## src/rtl/eth_tx_sched_pkg.sv

```systemverilog
// Shared types and 20 MHz timing constants for the 10BASE-T transmit scheduler.
package eth_tx_sched_pkg;

  typedef enum logic [1:0] {
    ST_IDLE  = 2'd0,
    ST_FRAME = 2'd1,
    ST_GAP   = 2'd2,
    ST_NLP   = 2'd3
  } state_t;

  localparam int ETH_FRAME_CYCLES = 1376;
  localparam int ETH_IFG_CYCLES   = 192;
  localparam int ETH_NLP_PERIOD   = 320000;
  localparam int ETH_NLP_WIDTH    = 2;

  // Bits needed to hold values 0..n-1, never less than one.
  function automatic int idx_w(input int n);
    return (n > 1) ? $clog2(n) : 1;
  endfunction

  function automatic int cnt_w(input int a, input int b, input int c);
    int m;
    m = a;
    if (b > m) m = b;
    if (c > m) m = c;
    return (m > 1) ? $clog2(m) : 1;
  endfunction

endpackage

```

## src/rtl/eth_tx_sched_rr_pick.sv

```systemverilog
// Combinational round-robin picker: first set request at or after ptr, wrapping.
module eth_rr_pick
  import eth_tx_sched_pkg::*;
#(
  parameter int NREQ = 2
) (
  input  logic [NREQ-1:0]         req,
  input  logic [idx_w(NREQ)-1:0]  ptr,
  output logic                    valid,
  output logic [idx_w(NREQ)-1:0]  idx
);

  localparam int IW = idx_w(NREQ);

  logic [2*NREQ-1:0] dbl;
  logic [NREQ-1:0]   rot;
  int                off;
  int                sum;

  always_comb begin
    dbl   = {req, req} >> ptr;
    rot   = dbl[NREQ-1:0];
    valid = 1'b0;
    off   = 0;
    // Descending scan so the smallest offset from ptr is the one that sticks.
    for (int k = NREQ - 1; k >= 0; k--) begin
      if (rot[k]) begin
        valid = 1'b1;
        off   = k;
      end
    end
    sum = int'(ptr) + off;
    if (sum >= NREQ) sum = sum - NREQ;
    idx = IW'(sum);
  end

endmodule

```

## src/rtl/eth_tx_sched.sv

```systemverilog
// Round-robin scheduler sharing one 10BASE-T transmitter; enforces frame+IFG and sends NLPs when idle.
module eth_tx_sched
  import eth_tx_sched_pkg::*;
#(
  parameter int NREQ         = 2,
  parameter int FRAME_CYCLES = ETH_FRAME_CYCLES,
  parameter int IFG_CYCLES   = ETH_IFG_CYCLES,
  parameter int NLP_PERIOD   = ETH_NLP_PERIOD,
  parameter int NLP_WIDTH    = ETH_NLP_WIDTH
) (
  input  logic                    clk,
  input  logic                    rst,
  input  logic [NREQ-1:0]         req,
  output logic [NREQ-1:0]         grant,
  output logic [idx_w(NREQ)-1:0]  sel,
  output logic                    tx_start,
  output logic                    busy,
  output logic                    nlp
);

  localparam int IW = idx_w(NREQ);
  localparam int CW = cnt_w(FRAME_CYCLES, IFG_CYCLES, NLP_WIDTH);
  localparam int TW = idx_w(NLP_PERIOD);
  localparam logic [TW-1:0] TIMER_MAX = TW'(NLP_PERIOD - 1);
  localparam logic [IW-1:0] LAST_IDX  = IW'(NREQ - 1);

  state_t          state;
  logic [CW-1:0]   cnt;
  logic [TW-1:0]   timer;
  logic [IW-1:0]   ptr;
  logic            pick_valid;
  logic [IW-1:0]   pick_idx;

  eth_rr_pick #(.NREQ(NREQ)) u_pick (
    .req   (req),
    .ptr   (ptr),
    .valid (pick_valid),
    .idx   (pick_idx)
  );

  always_ff @(posedge clk) begin
    if (rst) begin
      state    <= ST_IDLE;
      cnt      <= '0;
      timer    <= '0;
      ptr      <= '0;
      grant    <= '0;
      sel      <= '0;
      tx_start <= 1'b0;
      busy     <= 1'b0;
      nlp      <= 1'b0;
    end else begin
      grant    <= '0;
      tx_start <= 1'b0;
      if (state != ST_FRAME && timer != TIMER_MAX) timer <= timer + 1'b1;

      case (state)
        ST_IDLE: begin
          if (pick_valid) begin
            grant    <= NREQ'(1) << pick_idx;
            tx_start <= 1'b1;
            sel      <= pick_idx;
            ptr      <= (pick_idx == LAST_IDX) ? '0 : pick_idx + 1'b1;
            state    <= ST_FRAME;
            cnt      <= CW'(FRAME_CYCLES - 1);
            busy     <= 1'b1;
            timer    <= '0;
          end else if (timer == TIMER_MAX) begin
            state <= ST_NLP;
            cnt   <= CW'(NLP_WIDTH - 1);
            busy  <= 1'b1;
            nlp   <= 1'b1;
            timer <= '0;
          end
        end
        ST_FRAME: begin
          if (cnt == '0) begin
            if (IFG_CYCLES == 0) begin
              state <= ST_IDLE;
              busy  <= 1'b0;
            end else begin
              state <= ST_GAP;
              cnt   <= CW'(IFG_CYCLES - 1);
            end
          end else begin
            cnt <= cnt - 1'b1;
          end
        end
        ST_GAP: begin
          if (cnt == '0) begin
            state <= ST_IDLE;
            busy  <= 1'b0;
          end else begin
            cnt <= cnt - 1'b1;
          end
        end
        ST_NLP: begin
          // The idle period is counted from the end of the pulse, so hold the timer here.
          timer <= '0;
          if (cnt == '0) begin
            state <= ST_IDLE;
            busy  <= 1'b0;
            nlp   <= 1'b0;
          end else begin
            cnt <= cnt - 1'b1;
          end
        end
        default: state <= ST_IDLE;
      endcase
    end
  end

endmodule

```

## config.mk

```make
export PLATFORM = sky130hd
export DESIGN_NAME = eth_tx_sched
export DESIGN_NICKNAME = d
export VERILOG_FILES = /design/src/rtl/eth_tx_sched_pkg.sv /design/src/rtl/eth_tx_sched_rr_pick.sv /design/src/rtl/eth_tx_sched.sv
export SDC_FILE = /design/constraint.sdc
export NUM_CORES = 1
export LEC_CHECK = 0
export BUFFER_PORTS_ARGS = -buffer_cell sky130_fd_sc_hd__buf_2
export CAP_MARGIN = 20
export CORE_MARGIN = 3
export CORE_UTILIZATION = 45
export DETAILED_ROUTE_END_ITERATION = 8
export PLACE_DENSITY_LB_ADDON = 0.08
export SETUP_SLACK_MARGIN = 0.05
export SYNTH_ARGS = -nofsm -noshare
export SYNTH_HDL_FRONTEND = slang
export SYNTH_HIERARCHICAL = 1
export SYNTH_SLANG_ARGS = --single-unit
```

## constraint.sdc

```tcl
create_clock -name clk -period 2.15 [get_ports clk]
set_input_delay 0.1075 -clock clk [delete_from_list [all_inputs] [get_ports clk]]
set_output_delay 0.1075 -clock clk [all_outputs]
set_load 0.005 [all_outputs]
```

==> results.md <==
- Post-cts hold buffer count: 0
- Internal Power: 0.001746 W
- Gp weighted congestion: 0.8481
- Synth Register Bits: 39
- Class of the worst hold path: in -> reg
- Fillers: 398
- Syn_nets: 261
- Startpoint Class: flip-flop
- Cell variety after synth: 59
- Dpl hpwl: 3820 um
- Synth Warn #: 6
- Req. time, crit path: 2.36 ns
- Fraction of layout cells with a size suffix above 1: around a quarter
- I/O pins: 10
- Commonest cells in the synthesized netlist: dfxtp_1 (39), nor2_1 (27), nand2_1 (19)
- Critical path fanouts, max: 6
- CTS sink cnt: 39
- Relative slew slack: 63.38%
- R2r setup slk: roughly 0.076 ns
- Clk buf depth: 2
- Die X-Extent: 75.08 um
- Arrival @ worst endpoint: 2.28 ns
- Clock insertion delay at the later pin of the skew report: 0.29 ns
- Sw frac: between 30% and 40%
- Period utilization: 96.46%
- DRC violations left: 0
- Post-synth EDFFs: 0
- Count leader, synth: dfxtp_1
- Net Switching: 0.001076 W
- Cells after DPL: 331
- Max Slew Vio Count: 0
- Inserted Diodes: 0
- CP endpoint kind: flip-flop
- Via count: 1998
- Gr ovfl total: 0
- Vias/cell: 5.791
- TNS Setup: 0 ns
- Max-cap violation count: 0
- Post-synthesis sequential area ratio: 36.36%
- CTS tree: done
- IO buf count: 9
- Drt first pass iters: 4
- Top-area cell type share of the netlist area: 36.36%
- Average cell area after synthesis: approximately 8.6 sq um
- Area Growth Syn to Fin: 24.01%
- Antenna violation net count after detailed routing: 0
- Comb pwr share: 45.1%
- Number of global-route vias before repair: 1793
- Initial DRC count: around 140
- Clock network fraction of total power: 19.6%
- Top cells by area, synth: dfxtp_1 (36%), xnor2_1 (4.9%), nor2_1 (4.7%)
- Yosys top cell by area: dfxtp_1
- Clock Pin Slew Worst Setup and Hold Paths: 0.08 ns
- Pwr dens: 1060 mW/mm^2
- Gr usage total: about a fifth
- Leakage: 0.9768 nW
- Post-Syn Area: between 0.002 and 0.0025 sq mm
- Initial antenna violation count: 0
- RSZ-0062 raised after global routing: yes
- CTS Root Buffer Type: clkbuf_8
- Final wirelength: around 5400 um
- CTS Buf Count: 5
- Endpoints failing setup: 0
- Largest net degree at the start of global routing: 20
- Core area: 0.004474 sq mm
- Minimum clock period after layout: 2.074 ns
- First-pass GRT wire length: 8880 um
- Post-route insts no fill: 345
- Run status: completed
- Die Ht: about 75 um
- Hold violation count in the final report: 0
- Fmax achieved: ~0.48 GHz
- Async set-reset flop share out of synthesis: 0%
- Gate Count Post-Synth: 250
- H-tree depth: 2
- Seq pwr share: 35.4%
- Clk_skew: 0.004564 ns
- WL/cell: 15.79 um
- Synth Flop Type: dfxtp_1
- DIE AREA: 0.005636 sq mm
- Initial Util: 47.99%
- Final net count: 303
- Peak supply drop: 741.7 uV
- WS Path Type: reg -> reg
- Core Rows: 24
- Worst Tran Pin Value: 0.5355 ns
==> flip-flops by register name, summed over array words and instances (netlist names) <==
register,cells
timer,19
cnt,11
grant,2
state,2
busy,1
nlp,1
ptr,1
sel,1
tx_start,1
==> routing by layer <==
layer | track usage [%] | part of all wire, % | vias up
met5 | 0 | 0 | -
met1 | 29.39 | 50 | 926
li1 | - | - | 1023
met4 | 6.522 | 1.5 | 0
met2 | 30.75 | 44 | 42
met3 | 4.673 | 4.3 | 7
==> path summary, 6_finish.rpt <==
check,startpoint,cells past startpoint,to
worst max register to register,timer[12]$_SDFF_PP0_,6,state[1]$_SDFFE_PP0P_
worst min register to register,sel$_SDFFE_PP0P_,2,sel$_SDFFE_PP0P_
worst min-delay path,rst,2,sel$_SDFFE_PP0P_
worst max-delay path,timer[12]$_SDFF_PP0_,6,state[1]$_SDFFE_PP0P_
==> cells in the final DEF, fill, tap and decap left out, types with 3 or more instances in the layout <==
master,n
a211oi_1,4
and2_1,4
clkbuf_8,7
nor3_1,6
dfxtp_1,38
xnor2_1,12
nor2_1,27
o31ai_1,5
or4_1,6
nand3_1,6
a21oi_1,17
nor4_1,3
nand2_1,19
ha_1,6
o21ai_0,9
buf_2,10
and4_1,4
or3_1,5
inv_1,7
buf_4,30
nand4_1,9
==> kinds of logic after synthesis <==
logic type,share of synthesized area [%]
and+or+nand+nor,29.49
muxes,0.4662
xor gates and xnor gates,5.303
DFF,36.36
AOI/OAI and AO/OA,20.57
adders and majority gates,4.604
buffers and inverters,3.205
==> final cells by class <==
type / count / area [sq um] / share of cell area [%]
Clock buffer: 8 / 100.1 / 3.759
Inverter: 10 / 37.54 / 1.410
Multi-Input combinational cell: 194 / 1369 / 51.41
Sequential cell: 39 / 784.5 / 29.46
Tap cell: 52 / 65.06 / 2.444
Timing Repair Buffer: 42 / 306.5 / 11.51
==> what timing repair did <==
item,in CTS,in global routing
setup endpoints to repair,5,18
pin swaps,2,9
setup buffers,0,6
resized for setup,6,12
==> through the flow <==
step	hold WS [ns]	util [%]	power (W)	setup slack (ns)	cell area, sq um
6_report	0.1725	59.51	0.002822	0.07616	2663
5_1_grt	0.1934	59.51	0.003033	0.02553	2663
4_1_cts	0.1593	57.05	0.002760	0.03422	2552
3_5_place_dp	0.4465	54.56	0.002172	0.03074	2441
3_3_place_gp	0.4428	54.56	0.002177	0.07097	2441
2_1_floorplan	0.3458	-	0.001713	0.08487	2147
==> power groups by stage <==
stage               logic (W)  clock network [W]  registers, W
floorplan            0.000740                  0      0.000973
global placement      0.00118                  0       0.00100
detailed placement    0.00117                  0      0.000999
CTS                   0.00121           0.000566      0.000987
global route          0.00142           0.000593       0.00102
finish                0.00127           0.000552      0.000998
==> critical path, stage by stage, from the launching register on <==
cell and delay, ns:
dfxtp_1 0.31, or4b_4 0.56, buf_4 0.17, nor4_4 0.24, a21boi_4 0.13, or4_1 0.52, o31ai_1 0.07
(Power assumes the default switching activity.)
